<file path="src/rtl/dds_sample_top.sv">
// dds_sample_top: UART-controlled two-channel pattern PWM plus an 8-bit DDS sine source.
// Ports:
//   sys_clk, sys_rst_n               clock and asynchronous active-low reset
//   uart_rxd / uart_txd              8N1 command input / acknowledge output
//   led                              toggles on every accepted packet
//   pwm_port, pwm_slow_port          PWM channels 1 and 2
//   pwm_diff_port_p/_n               channel 1 as a differential pair
//   dac_data, ad9748_sleep           DDS sample (offset binary) and DAC sleep control
//   adc_clk_p/_n, dds_clk0_p/_n      sys_clk/2 clock pairs
//   debug_uart_tx / debug_uart_rx    combinational copies of uart_rxd / uart_txd

// One PWM channel: holds its own config and walks the pulse pattern one bit per PWM cycle.
module dds_pwm_chan (
  input  logic        clk,
  input  logic        rst_n,
  input  logic        load,
  input  logic        cfg_en,
  input  logic [7:0]  cfg_duty,
  input  logic [15:0] cfg_period,
  input  logic [7:0]  cfg_pnum,
  input  logic [31:0] cfg_pat,
  output logic        pwm
);
  logic        en, done;
  logic [7:0]  duty, pnum, pcount;
  logic [15:0] period, cnt;
  logic [31:0] pat;
  logic [4:0]  pidx;

  // Config capture, cycle counter, pattern index, pulse counter and registered output
  always_ff @(posedge clk or negedge rst_n) begin
    if (!rst_n) begin
      en <= 1'b0; done <= 1'b0; duty <= 8'd0; pnum <= 8'd0; pcount <= 8'd0;
      period <= 16'd0; cnt <= 16'd0; pat <= 32'd0; pidx <= 5'd0; pwm <= 1'b0;
    end else if (load) begin
      en <= cfg_en; duty <= cfg_duty; period <= cfg_period; pnum <= cfg_pnum; pat <= cfg_pat;
      cnt <= 16'd0; pidx <= 5'd0; pcount <= 8'd0; done <= 1'b0; pwm <= 1'b0;
    end else if (en && !done) begin
      // duty > period keeps the compare true for the whole cycle
      pwm <= (cnt < {8'd0, duty}) && pat[pidx];
      if (cnt == period) begin
        cnt    <= 16'd0;
        pidx   <= pidx + 5'd1;
        pcount <= pcount + 8'd1;
        if (pnum != 8'd0 && (pcount + 8'd1) == pnum) done <= 1'b1;
      end else begin
        cnt <= cnt + 16'd1;
      end
    end else begin
      pwm <= 1'b0;
    end
  end
endmodule

module dds_sample_top #(
  parameter int CLK_FREQ  = 50_000_000,
  parameter int BAUD_RATE = 115200
) (
  input  logic       sys_clk,
  input  logic       sys_rst_n,
  input  logic       uart_rxd,
  output logic       uart_txd,
  output logic       led,
  output logic       pwm_port,
  output logic       pwm_slow_port,
  output logic       pwm_diff_port_p,
  output logic       pwm_diff_port_n,
  output logic [7:0] dac_data,
  output logic       ad9748_sleep,
  output logic       adc_clk_p,
  output logic       adc_clk_n,
  output logic       dds_clk0_p,
  output logic       dds_clk0_n,
  output logic       debug_uart_tx,
  output logic       debug_uart_rx
);
  localparam int BIT_CYC = CLK_FREQ / BAUD_RATE;
  localparam logic [15:0] BIT_LAST  = 16'(BIT_CYC - 1);
  localparam logic [15:0] HALF_LAST = 16'(BIT_CYC / 2 - 1);

  typedef enum logic [1:0] {P_IDLE, P_PAYLOAD, P_TAIL} pstate_t;

  // Quarter-wave table: round(127*sin(i*pi/126)), so entry 63 is the full-scale peak
  function automatic logic [6:0] qtab(input logic [5:0] i);
    logic [6:0] q;
    case (i)
      6'd0: q=7'd0;    6'd1: q=7'd3;    6'd2: q=7'd6;    6'd3: q=7'd9;    6'd4: q=7'd13;   6'd5: q=7'd16;   6'd6: q=7'd19;   6'd7: q=7'd22;
      6'd8: q=7'd25;   6'd9: q=7'd28;   6'd10: q=7'd31;  6'd11: q=7'd34;  6'd12: q=7'd37;  6'd13: q=7'd40;  6'd14: q=7'd43;  6'd15: q=7'd46;
      6'd16: q=7'd49;  6'd17: q=7'd52;  6'd18: q=7'd55;  6'd19: q=7'd58;  6'd20: q=7'd61;  6'd21: q=7'd64;  6'd22: q=7'd66;  6'd23: q=7'd69;
      6'd24: q=7'd72;  6'd25: q=7'd74;  6'd26: q=7'd77;  6'd27: q=7'd79;  6'd28: q=7'd82;  6'd29: q=7'd84;  6'd30: q=7'd86;  6'd31: q=7'd89;
      6'd32: q=7'd91;  6'd33: q=7'd93;  6'd34: q=7'd95;  6'd35: q=7'd97;  6'd36: q=7'd99;  6'd37: q=7'd101; 6'd38: q=7'd103; 6'd39: q=7'd105;
      6'd40: q=7'd107; 6'd41: q=7'd108; 6'd42: q=7'd110; 6'd43: q=7'd112; 6'd44: q=7'd113; 6'd45: q=7'd114; 6'd46: q=7'd116; 6'd47: q=7'd117;
      6'd48: q=7'd118; 6'd49: q=7'd119; 6'd50: q=7'd120; 6'd51: q=7'd121; 6'd52: q=7'd122; 6'd53: q=7'd123; 6'd54: q=7'd124; 6'd55: q=7'd124;
      6'd56: q=7'd125; 6'd57: q=7'd126; 6'd58: q=7'd126; 6'd59: q=7'd126; 6'd60: q=7'd127; 6'd61: q=7'd127; 6'd62: q=7'd127;
      default: q=7'd127;
    endcase
    return q;
  endfunction

  // Full-wave sine: phase bit 6 mirrors the table index, bit 7 flips the sign around 0x80
  function automatic logic [7:0] sine(input logic [7:0] ph);
    logic [6:0] a;
    a = qtab(ph[6] ? ~ph[5:0] : ph[5:0]);
    return ph[7] ? (8'h80 - {1'b0, a}) : (8'h80 + {1'b0, a});
  endfunction

  logic [2:0]  rx_sync;
  logic        rx_busy, rx_valid;
  logic [15:0] rx_cnt, tx_cnt;
  logic [3:0]  rx_bit, tx_bit, idx, next_idx;
  logic [7:0]  rx_shift, ack_byte;
  pstate_t     state, next_state;
  logic        ack_go, accept, apply;
  logic [95:0] pay;
  logic        tx_busy;
  logic [9:0]  tx_shift;
  logic        dds_en, clk2;
  logic [31:0] ftw, phase;
  logic        ld1, ld2, ldd, unused_bits;

  // Payload fields, B1 at the top of the shift register
  wire [7:0]  f_func   = pay[95:88];
  wire [7:0]  f_ch     = pay[87:80];
  wire [7:0]  f_ctrl   = pay[79:72];
  wire [7:0]  f_duty   = pay[71:64];
  wire [15:0] f_period = pay[63:48];
  wire [7:0]  f_pnum   = pay[47:40];
  wire [31:0] f_pat    = pay[39:8];
  assign unused_bits = ^{pay[7:0], f_ctrl[7:1]};

  // rxd synchroniser; the third stage gives the previous value for edge detection
  always_ff @(posedge sys_clk or negedge sys_rst_n) begin
    if (!sys_rst_n) rx_sync <= 3'b111;
    else            rx_sync <= {rx_sync[1:0], uart_rxd};
  end

  // UART receiver: half a bit to the start mid-point, then a full bit per sample
  always_ff @(posedge sys_clk or negedge sys_rst_n) begin
    if (!sys_rst_n) begin
      rx_busy <= 1'b0; rx_valid <= 1'b0; rx_cnt <= 16'd0; rx_bit <= 4'd0; rx_shift <= 8'd0;
    end else begin
      rx_valid <= 1'b0;
      if (!rx_busy) begin
        if (rx_sync[2] && !rx_sync[1]) begin
          rx_busy <= 1'b1; rx_cnt <= 16'd0; rx_bit <= 4'd0;
        end
      end else if (rx_cnt == ((rx_bit == 4'd0) ? HALF_LAST : BIT_LAST)) begin
        rx_cnt <= 16'd0;
        if (rx_bit == 4'd9) begin
          rx_busy  <= 1'b0;
          rx_valid <= rx_sync[1];   // stop bit must be 1
        end else begin
          if (rx_bit != 4'd0) rx_shift <= {rx_sync[1], rx_shift[7:1]};
          rx_bit <= rx_bit + 4'd1;
        end
      end else begin
        rx_cnt <= rx_cnt + 16'd1;
      end
    end
  end

  // Parser state register, payload shift register and the delayed apply strobe
  always_ff @(posedge sys_clk or negedge sys_rst_n) begin
    if (!sys_rst_n) begin
      state <= P_IDLE; idx <= 4'd0; pay <= 96'd0; apply <= 1'b0;
    end else begin
      state <= next_state;
      idx   <= next_idx;
      apply <= accept;
      if (state == P_PAYLOAD && rx_valid) pay <= {pay[87:0], rx_shift};
    end
  end

  // Parser next-state and acknowledge request
  always_comb begin
    next_state = state;
    next_idx   = idx;
    ack_go     = 1'b0;
    ack_byte   = 8'hEE;
    accept     = 1'b0;
    case (state)
      P_IDLE: begin
        if (rx_valid && rx_shift == 8'h55) begin
          next_state = P_PAYLOAD;
          next_idx   = 4'd0;
        end else begin
          next_state = P_IDLE;
        end
      end
      P_PAYLOAD: begin
        if (rx_valid) begin
          next_idx = idx + 4'd1;
          if (idx == 4'd11) next_state = P_TAIL;
          else              next_state = P_PAYLOAD;
        end else begin
          next_state = P_PAYLOAD;
        end
      end
      P_TAIL: begin
        if (rx_valid) begin
          ack_go     = 1'b1;
          next_state = P_IDLE;
          if (rx_shift == 8'hAA) begin
            accept   = 1'b1;
            ack_byte = 8'hA5;
          end else begin
            accept   = 1'b0;
          end
        end else begin
          next_state = P_TAIL;
        end
      end
      default: next_state = P_IDLE;
    endcase
  end

  assign ld1 = apply && f_func == 8'h01 && f_ch == 8'h01;
  assign ld2 = apply && f_func == 8'h01 && f_ch == 8'h02;
  assign ldd = apply && f_func == 8'h02;

  // UART transmitter; requests arriving while busy are dropped
  always_ff @(posedge sys_clk or negedge sys_rst_n) begin
    if (!sys_rst_n) begin
      tx_busy <= 1'b0; tx_cnt <= 16'd0; tx_bit <= 4'd0; tx_shift <= 10'h3FF; uart_txd <= 1'b1;
    end else if (!tx_busy) begin
      uart_txd <= 1'b1;
      if (ack_go) begin
        tx_busy  <= 1'b1; tx_cnt <= 16'd0; tx_bit <= 4'd0;
        tx_shift <= {1'b1, ack_byte, 1'b0};
        uart_txd <= 1'b0;
      end
    end else if (tx_cnt == BIT_LAST) begin
      tx_cnt <= 16'd0;
      if (tx_bit == 4'd9) begin
        tx_busy  <= 1'b0;
        uart_txd <= 1'b1;
      end else begin
        uart_txd <= tx_shift[1];
        tx_shift <= {1'b1, tx_shift[9:1]};
        tx_bit   <= tx_bit + 4'd1;
      end
    end else begin
      tx_cnt <= tx_cnt + 16'd1;
    end
  end

  // Packet LED, DDS config, phase accumulator and registered sine output
  always_ff @(posedge sys_clk or negedge sys_rst_n) begin
    if (!sys_rst_n) begin
      led <= 1'b0; dds_en <= 1'b0; ftw <= 32'd0; phase <= 32'd0;
      dac_data <= 8'h80; ad9748_sleep <= 1'b1;
    end else begin
      if (apply) led <= ~led;
      if (ldd) begin
        dds_en <= f_ctrl[0];
        ftw    <= f_pat;
      end
      phase        <= dds_en ? (phase + ftw) : 32'd0;
      dac_data     <= dds_en ? sine(phase[31:24]) : 8'h80;
      ad9748_sleep <= ~dds_en;
    end
  end

  // Free-running sys_clk/2 toggle shared by both clock pairs
  always_ff @(posedge sys_clk or negedge sys_rst_n) begin
    if (!sys_rst_n) clk2 <= 1'b0;
    else            clk2 <= ~clk2;
  end

  dds_pwm_chan u_ch1 (
    .clk(sys_clk), .rst_n(sys_rst_n), .load(ld1), .cfg_en(f_ctrl[0]), .cfg_duty(f_duty),
    .cfg_period(f_period), .cfg_pnum(f_pnum), .cfg_pat(f_pat), .pwm(pwm_port)
  );
  dds_pwm_chan u_ch2 (
    .clk(sys_clk), .rst_n(sys_rst_n), .load(ld2), .cfg_en(f_ctrl[0]), .cfg_duty(f_duty),
    .cfg_period(f_period), .cfg_pnum(f_pnum), .cfg_pat(f_pat), .pwm(pwm_slow_port)
  );

  assign pwm_diff_port_p = pwm_port;
  assign pwm_diff_port_n = ~pwm_port;
  assign adc_clk_p       = clk2;
  assign adc_clk_n       = ~clk2;
  assign dds_clk0_p      = clk2;
  assign dds_clk0_n      = ~clk2;
  assign debug_uart_tx   = uart_rxd;
  assign debug_uart_rx   = uart_txd;
endmodule

</file>
<file path="config.mk">
export PLATFORM = sky130hd
export DESIGN_NAME = dds_sample_top
export DESIGN_NICKNAME = d
export VERILOG_FILES = /design/src/rtl/dds_sample_top.sv
export SDC_FILE = /design/constraint.sdc
export NUM_CORES = 1
export LEC_CHECK = 0
export CORE_MARGIN = 2
export CORE_UTILIZATION = 55
export CTS_CLUSTER_SIZE = 40
export DETAILED_ROUTE_END_ITERATION = 10
export GPL_ROUTABILITY_DRIVEN = 0
export PLACE_DENSITY = 0.69
export RECOVER_POWER = 100
export SLEW_MARGIN = 10
export SYNTH_ARGS = -nofsm -noshare
export SYNTH_HDL_FRONTEND = slang
export SYNTH_SLANG_ARGS = --single-unit
</file>
<file path="constraint.sdc">
create_clock -name sys_clk -period 3.25 [get_ports sys_clk]
set_input_delay 0.65 -clock sys_clk [delete_from_list [all_inputs] [get_ports sys_clk]]
set_output_delay 0.65 -clock sys_clk [all_outputs]
set_load 0.005 [all_outputs]
</file>
### Word-level counts from Yosys, hierarchy flattened

Memory sizes are Yosys's and may differ from the RTL's.
Cells that the tools add are included.

* logic and storage cells: 216
* memories kept: 1
* output and inout port bits: 21
* bits in registers: 436
* memory bits (read-only): 448

* reductions and logical operators: 38
* muxes and demuxes: 88
* equality and inequality tests: 23
* $lt $le $gt $ge: 4
* bitwise logic cells: 6
* $add $sub $neg: 14

Memories
* (no name shown): depth 64, width 7, read ports 1, clocked after memory_dff 0, wr ports 0, line 86 `case (i)`

Operators by type and width (count)
* 16-bit two-way mux: 12
* 16-bit by 1-bit adder with 16-bit output (second input constant): 4
* 8-bit two-way mux: 8
* 10-bit two-way mux: 4
* 4-bit two-way mux: 10
* 1-bit two-way mux: 35
* 32-bit adder: 1
* 16-bit == test: 2
* 16-bit by 8-bit < comparator with 1-bit output: 2
* 32-bit two-way mux: 1
* 5-bit two-way mux: 6
* 7-bit two-way mux: 3
* 2-bit nonzero test: 9
* 8-bit by 1-bit adder with 8-bit output (second input constant): 2
* 16-bit by 9-bit == test with 1-bit output: 1
* 16-bit by 9-bit == test with 1-bit output (second input constant): 1
* 8-bit by 1-bit == test with 1-bit output (second input constant): 2
* 8-bit by 2-bit == test with 1-bit output (second input constant): 2
* 8-bit == test: 2
* 8-bit nonzero test: 2
* 3-bit AND reduction: 5
* 1-bit logical AND: 13
* 4-bit by 1-bit adder with 4-bit output (second input constant): 3
* 4-bit == test (second input constant): 3
* 24 further kinds: 40

### Longest topological paths before layout

* depth in word-level cells: 7
* depth in mapped cells: 12
* gate-level depth less buffers: 11

### Modules after synthesis

From an unflattened synthesis, not the netlist that was laid out.

* cell total of the unflattened synthesis: 2200
* area total of the unflattened synthesis: 22168.8 um^2

Modules (own cells, without submodules)
* dds_sample_top: cells an instance 1368, area each 12456.9 um^2, times used 1, seq. area each 6047.0 um^2
* dds_pwm_chan: cells an instance 416, area each 4855.9 um^2, times used 2, seq. area each 2402.3 um^2

### Least setup slack after synthesis

No wires, ideal clock.

* kind: register to register
* start: register ftw[10]
* end: register phase[25]
* setup slack: 723 ps
* data required time: 3162 ps
* setup time: 88 ps
* arrival: 2439 ps
* cell stages (with the launch flop): 10
* path buffers: 1
* cell sequence: dfrtp_1 ha_1 buf_2 a21o_1 a21o_1 a221o_1 a31o_2 a2111oi_1 nor3b_1 nor3b_1

* word-level cells in the longest chain between the ends: 2

Ends and longest elaborated chain
* start: declaration: line 118 `logic [31:0] ftw, phase;`
* start signal: assignment: line 256 `ftw <= f_pat;`
* 32-bit adder: line 258 `phase <= dds_en ? (phase + ftw) : 32'd0;`
* 32-bit two-way mux: line 258
* end signal: assignment: line 258
* end: declaration: line 118

No other way between the ends.
A chain may end at the register's enable or synchronous reset.

### Final worst setup path

* start: register pay[92]
* end: register u_ch2.pat[13]

* word-level cells in the longest chain between the ends: 3

Ends and longest elaborated chain
* start: declaration: line 114 `logic [95:0] pay;`
* start signal: assignment: line 170 `if (state == P_PAYLOAD && rx_valid) pay <= {pay[87:0], rx_shift};`
* 8-bit by 1-bit == test with 1-bit output: line 218 `assign ld2 = apply && f_func == 8'h01 && f_ch == 8'h02;`
* 1-bit logical AND (2 in a row): line 218
* end signal: assignment: line 36 `en <= cfg_en; duty <= cfg_duty; period <= cfg_period; pnum <= cfg_pnum; pat <= cfg_pat;`
* end: declaration: line 27 `logic [31:0] pat;`

No other way between the ends.

==> results.yml <==
final_layout:
  final_core_util_pct: 61.3
  syn_to_final_growth_pct: 10.5
  regArea_sq_um: 10900
  nNetsFinal: 2051
  drive_above_1_share_pct: 20.6
  antenna_cells: 0
  fillCellCount: 3246
  multi_input_area_sq_um: 10400
global_routing:
  use_met3_pct: 2.89
  busiest_layer: "met2"
  antenna_found_initial: 1
  gr-usage-all-layers_pct: 23.3
  gr-total-overflow: 0
  grt_use_met2_pct: 39.2
  groute.layer.met1.usage_pct: 31.5
  grt_start_max_net_pins: 99
  first_global_vias: 15100
  grt_pass1_wl_mm: 78.3
synthesis:
  yosys-top-cells-area: "dfrtp_1 (48%), mux2_2 (13%), ha_1 (3.5%)"
  synth.ff_latch_count: 433
  synth_nets: 2050
  yosysSeqAreaShare_pct: 49.5
  synthAdderAreaFrac_pct: 3.57
  synth_edf_count: 0
  synth_top_area_cell: "dfrtp_1"
  netlist_top_cells_count: "dfrtp_1 (420), mux2_2 (254), nor2_1 (136)"
  synth_top_family_by_area: "multiplexers"
  syn_inst: 1985
  yosysMostFrequentCell: "dfrtp_1"
  syn_area_sq_um: 21900
  muxShareOfSynthArea_pct: 15.6
  synth_compound_area_share_pct: 10.8
  synthSimpleGateAreaFrac_pct: 12.6
  ys.flop_type: "dfrtp_1"
  yosysTopAreaCellShare_pct: 47.9
  async_flop_share_pct: 100
  avgSynthCellArea_sq_um: 11.0
  synth-warning-count: 0
  ys_types: 81
  synth_xor_area_share_pct: 4.95
place:
  dp_hpwl_mm: 31.8
  io_buffers: 23
setup_path:
  worstSetupPathType: "flop to flop"
  crit_path_start_kind: "flop"
  end_kind: "flop"
  cp_data_required_time_ns: 3.70
  crit_fanout: 73
  arrival_ns: 3.48
detailed_routing:
  drc: 0
  vias_per_cell: 5.97
  wire_per_inst_um: 18.3
  drtIter0Drc: 1001
  dr.pass1.iters: 5
  ant_nets: 0
  wl_mm: 46.6
  routed-via-count: 15200
timing:
  setup-tns-final_ns: 0
  hold_viol: 0
  period_share_pct: 93.4
  final-setup-viol-count: 0
  period_needed_ns: 3.04
  tightestPinTransition_ns: 2.78
  max-slew-margin-rel_pct: -85.5
  max_freq_mhz: 329
  rsz0062_at_grt: "false"
  finClkSkew_ns: 0.0150
  drv_slew: 123
clock_tree:
  cts-resized-gates: 0
  path_clk_slew_ns: 0.06
  postCtsSetupRepairBufs: 0
  root_buffer: "clkbuf_16"
  numCtsBuffers: 46
  h-tree-depth: 2
  clock_sinks: 433
  cts_tree: "yes"
  cts_hold_buf: 0
  clkLatencyLatePin_ns: 0.57
  ctsLongestPathBuffers: 3
die:
  rows: 73
  dieArea_sq_um: 41500
  die_h_um: 204
  start_util_pct: 55.5
  pin_count: 24
  coreArea_sq_um: 39500
  die_x_um: 204
power:
  p_total_mw: 11.0
  p_per_area_nw_per_um2: 453
  power.leakage_nw: 11.3
  worst_ir_drop_vdd_mv: 0.438
job:
  maxCapViolCount: 2
outcome:
  violations: "capacitance limit, slew limit"
  status: "finished, violations left"
min_path:
  hold_path.class: "flop to flop"
## flip-flops by register name, indices dropped and copies added, names as in the netlist, 16 cells and up
register,count
pay,96
ftw,32
phase,32
u_ch1.pat,32
u_ch2.pat,32
rx_cnt,16
tx_cnt,16
u_ch1.cnt,16
u_ch1.period,16
u_ch2.cnt,16
u_ch2.period,16
## final timing paths
path	to	cells after the start	from	slack, ns
worst max-delay path	u_ch2.pat[13]	6	pay[92]	0.21
worst min-delay path	rx_sync[1]	0	rx_sync[0]	0.36
worst max register to register	u_ch2.pat[13]	6	pay[92]	0.21
worst min register to register	rx_sync[1]	0	rx_sync[0]	0.36
max in group asynchronous	u_ch1.cnt[13]	2	sys_rst_n	0.56
min in group asynchronous	phase[18]	1	sys_rst_n	0.92
## final cells by class
cell class / count / share of cell area [%]
clock buffer: 72 / 5.70
timing repair buffer: 67 / 2.45
multi-input combinational: 1394 / 43.0
inverter: 44 / 0.682
clock inverter: 13 / 0.630
sequential: 433 / 44.8
tap: 525 / 2.71
## layout by cell type (no fill, tap or decap), drive strengths merged, types with 28 or more instances in the layout
cell type  count
nand2b        32
dfrtp        420
nand2        128
xnor2         72
a21oi         78
o21ai        134
nand3         51
buf           28
clkbuf        89
mux2         254
ha            61
a31oi         31
inv           45
nand4         34
nor3          31
nor2         137
xor2          52
## cells by family (layout without fill, tap and decap cells)
kind of cell,count (synthesis),in the layout
AND/OR/NAND/NOR,544,544
flip-flops,433,433
AO/OA/AOI/OAI,379,379
multiplexers,285,285
buffers and inverters,158,196
XOR/XNOR,124,124
adder cells (fa/ha/maj),62,62
## through the flow
step | instance area (sq um) | worst slack [ns] | instances | hold slack, ns
2_1_floorplan | 21900 | 0.723 | 1985 | 0.345
3_3_place_gp | 22800 | 0.457 | 2463 | 0.349
3_5_place_dp | 22800 | 0.402 | 2463 | 0.350
4_1_cts | 24300 | 0.378 | 2548 | 0.142
5_1_grt | 24200 | 0.0340 | 2548 | 0.368
6_report | 24200 | 0.213 | 2548 | 0.361
## where the power goes
| part | leakage, nW | internal, mW | switching, mW |
|---|---|---|---|
| combinational | 4.60 | 0.0692 | 0.146 |
| sequential | 5.98 | 5.44 | 0.0470 |
| clock | 0.750 | 3.16 | 2.13 |
## critical path: stages, from the launching register on
cell and delay (ns):
dfrtp_1 0.37, or4b_1 0.52, nor4_1 0.28, nand3_1 0.23
nor3b_4 0.27, clkbuf_4 0.79, mux2_2 0.43
## per-layer routing
layer	routed length, um	up-vias	part of all wire (%)
li1	-	7168	-
met2	23000	313	49
met5	0	-	0
met3	1690	74	3.6
met1	21000	7667	45
met4	924	0	2.0
Note: power is estimated with default switching activity, not from simulation.
==> patch: new RTL, config.mk and constraints unchanged <==
Make the reset (`rst_n` and `sys_rst_n`) synchronous in 7 clocked blocks. Comments in the files are not updated.
--- a/src/rtl/dds_sample_top.sv
+++ b/src/rtl/dds_sample_top.sv
@@ -29,5 +29,5 @@
 
   // Config capture, cycle counter, pattern index, pulse counter and registered output
-  always_ff @(posedge clk or negedge rst_n) begin
+  always_ff @(posedge clk) begin
     if (!rst_n) begin
       en <= 1'b0; done <= 1'b0; duty <= 8'd0; pnum <= 8'd0; pcount <= 8'd0;
@@ -130,5 +130,5 @@
 
   // rxd synchroniser; the third stage gives the previous value for edge detection
-  always_ff @(posedge sys_clk or negedge sys_rst_n) begin
+  always_ff @(posedge sys_clk) begin
     if (!sys_rst_n) rx_sync <= 3'b111;
     else            rx_sync <= {rx_sync[1:0], uart_rxd};
@@ -136,5 +136,5 @@
 
   // UART receiver: half a bit to the start mid-point, then a full bit per sample
-  always_ff @(posedge sys_clk or negedge sys_rst_n) begin
+  always_ff @(posedge sys_clk) begin
     if (!sys_rst_n) begin
       rx_busy <= 1'b0; rx_valid <= 1'b0; rx_cnt <= 16'd0; rx_bit <= 4'd0; rx_shift <= 8'd0;
@@ -161,5 +161,5 @@
 
   // Parser state register, payload shift register and the delayed apply strobe
-  always_ff @(posedge sys_clk or negedge sys_rst_n) begin
+  always_ff @(posedge sys_clk) begin
     if (!sys_rst_n) begin
       state <= P_IDLE; idx <= 4'd0; pay <= 96'd0; apply <= 1'b0;
@@ -220,5 +220,5 @@
 
   // UART transmitter; requests arriving while busy are dropped
-  always_ff @(posedge sys_clk or negedge sys_rst_n) begin
+  always_ff @(posedge sys_clk) begin
     if (!sys_rst_n) begin
       tx_busy <= 1'b0; tx_cnt <= 16'd0; tx_bit <= 4'd0; tx_shift <= 10'h3FF; uart_txd <= 1'b1;
@@ -246,5 +246,5 @@
 
   // Packet LED, DDS config, phase accumulator and registered sine output
-  always_ff @(posedge sys_clk or negedge sys_rst_n) begin
+  always_ff @(posedge sys_clk) begin
     if (!sys_rst_n) begin
       led <= 1'b0; dds_en <= 1'b0; ftw <= 32'd0; phase <= 32'd0;
@@ -263,5 +263,5 @@
 
   // Free-running sys_clk/2 toggle shared by both clock pairs
-  always_ff @(posedge sys_clk or negedge sys_rst_n) begin
+  always_ff @(posedge sys_clk) begin
     if (!sys_rst_n) clk2 <= 1'b0;
     else            clk2 <= ~clk2;
Formal check against the unedited RTL: differs if sys_rst_n is asserted again (counterexample within 4 cycles, from zero or initial values and one cycle with sys_rst_n low); with sys_rst_n held inactive, the same outputs for 10 cycles.
==> patch against the unedited design <==
Critical endpoint is now dac_data[7]$_SDFF_PN1_. Sequential cell count is the same. Die area decreased by 7.7%. Sequential power decreased by 3%. The flow still finishes with violations (max-capacitance violations, max-slew violations). Critical path type unchanged. Area after synthesis is 7.8% lower. Design area is 8.4% lower. Non-clock buffer count increased by 6. Via count grew 12%. Total power shrank 3.2%. Synthesized cell count is 27% higher. Clock power decreased by 3%. Wire length shrank 2.6%. Highest routed layer unchanged. Worst setup slack improved by 0.036 ns.
==> patch: results (changes against the unedited design) <==
| Metric | Value |
|---|---|
| Crit path arrival time | `3.48 ns (about the same)` |
| Mapped Cells | `2,519 (+27%)` |
| Max Slew Vio Count | `154 (+25%)` |
| WL/cell | `15.2 um (-17%)` |
| Vias in the first global route | `15.9k (+5.1%)` |
| Total Wirelength | `45,400 um (-2.6%)` |
| DR vias/cell | `5.73 (-4.0%)` |
| Initial antenna violation count | `0 (-1)` |
| Largest cells by area after synthesis | `dfxtp_1 43%, nand2_1 11%, a21oi_1 8.6%` |
| Synth cell types | `75 (-7.4%)` |
| Max reg flops | `96 (unchanged)` |
| GR Layer Usage met1 | `33.0% (+1.5 points)` |
| Async S/R FF share, synth | `0% (-100 points)` |
| Cell Int Power | `0.00839 W (-3.2%)` |
| Failing checks | `max-capacitance violations, max-slew violations` |
| Most used DFF post-synth | `dfxtp_1` |
| List of most frequent post-synthesis cells | `610 x nand2_1, 433 x dfxtp_1, 348 x a21oi_1` |
| Status | `complete, but fails checks` |
| Met3 Use GR | `2.89% (-0.0042 points)` |
| Final hold slack | `0.406 ns (+0.0448 ns)` |
| DP Area | `0.0208 sq mm (-8.8%)` |
| Peak supply drop | `0.000379 V (-14%)` |
| Slew headroom | `-9.90% (+76 points)` |
| Fin Clk Skew | `0.0255 ns (+0.0105 ns)` |
| Crit-path max FO | `18 (-75%)` |
| H-tree depth | `2 (unchanged)` |
| P_leak | `7.88 nW (-30%)` |
| Number of diodes | `0 (unchanged)` |
| Sequential fraction of the synthesis area | `42.9% (-6.6 points)` |
| Pre-CTS setup slack | `0.253 ns (-0.149 ns)` |
| Total Routing Usage GR | `23.9% (+0.68 points)` |
| Initial drt markers | `1,063 (+6.2%)` |
| DRT Pass-1 Iters | `5 (unchanged)` |
| Pin count of the biggest net entering global routing | `154 (+56%)` |
| Max cap viols | `1 (-1)` |
| CTS Buf Count | `45 (-2.2%)` |
| Fraction of layout cells with a size suffix above 1 | `5.94% (-15 points)` |
| Fillers | `3,299 (+1.6%)` |
| Grt met2 use | `39.6% (+0.44 points)` |
| YS warnings | `0 (unchanged)` |
| Hpwl dp | `30,400 um (-4.5%)` |
| Clk_lat worst skew | `0.57 ns (about the same)` |
| Placed cells | `2,897 (+18%)` |
| Synth Net Count | `2,584 (+26%)` |
| Final WS setup | `0.249 ns (+0.0364 ns)` |
| First-pass GRT wire length | `77,800 um (-0.69%)` |
==> patch: cell count changes after synthesis, sizes merged, moves of 13 or more <==
cell and delta:
clkbuf +38, mux2 -254, dfxtp +433, dfstp -13, o21ai -61, nand2 +482
a21oi +270, xor2 +14, dfrtp -420, nor2 +44
==> patch: timing repair <==
item                       4_1_cts  5_1_grt
hold endpoints to repair         0        0
setup endpoints to repair        0        2
buffers inserted                 0        0
gates resized for setup          0        1
==> patch: cell type report <==
| type | count | area [sq um] | area share (%) |
|---|---|---|---|
| multi-input cells | 1887 | 10700 | 48.4 |
| flip-flops and latches | 433 | 8670 | 39.1 |
| clock buffers | 66 | 1320 | 5.93 |
| repair buffers | 73 | 597 | 2.69 |
| well taps | 468 | 586 | 2.64 |
| clock inverters | 12 | 145 | 0.654 |
| inverters | 36 | 143 | 0.643 |
==> patch: cells by family (layout without fill, tap and decap cells) <==
| group | Yosys count | count (layout) | synth area share (%) |
|---|---|---|---|
| buf+inv | 199 | 187 | 4.16 |
| mux | 38 | 38 | 3.12 |
| flops | 433 | 433 | 42.9 |
| xor+xnor | 143 | 143 | 6.20 |
| fa+ha+maj | 62 | 62 | 3.88 |
| simple gates | 1073 | 1073 | 23.6 |
| compound gates | 571 | 571 | 16.2 |
==> patch: metrics by stage <==
stage	total power (W)	util, %
after floorplan	0.00558	-
after global placement	0.00563	57.1
after detailed placement	0.00563	57.1
after CTS	0.0108	61.1
after global routing	0.0110	60.9
final	0.0106	60.9
==> patch: path summary, 6_finish.rpt <==
check	startpoint	end	cells past startpoint
max	phase[30]$_SDFF_PN0_	dac_data[7]$_SDFF_PN1_	9
min	rx_sync[0]$_SDFF_PN1_	rx_sync[1]$_SDFF_PN1_	1
max reg2reg	phase[30]$_SDFF_PN0_	dac_data[7]$_SDFF_PN1_	9
min reg2reg	rx_sync[0]$_SDFF_PN1_	rx_sync[1]$_SDFF_PN1_	1
==> patch: metal layers <==
| layer | vias to the layer above | part of all wire [%] |
|---|---|---|
| li1 | 8532 | - |
| met2 | 336 | 47 |
| met4 | 0 | 2.2 |
| met5 | - | 0 |
| met1 | 8106 | 47 |
| met3 | 82 | 3.9 |
==> patch: critical path, cell delays in order, from the launching register on <==
cell	delay (ns)
dfxtp_1	0.72
buf_4	0.25
nor4bb_1	0.31
a311oi_1	0.08
a21oi_1	0.16
o21ai_0	0.12
a221o_1	0.39
or2_0	0.27
or4_1	0.52
nand3_1	0.10
==> patch: power by group through the flow <==
stage / Sequential, W / Clock (W) / Combinational, W
floorplan: 0.00545 / 0 / 0.000137
global placement: 0.00545 / 0 / 0.000177
detailed placement: 0.00545 / 0 / 0.000179
CTS: 0.00534 / 0.00524 / 0.000180
global route: 0.00534 / 0.00543 / 0.000191
finish: 0.00534 / 0.00513 / 0.000170
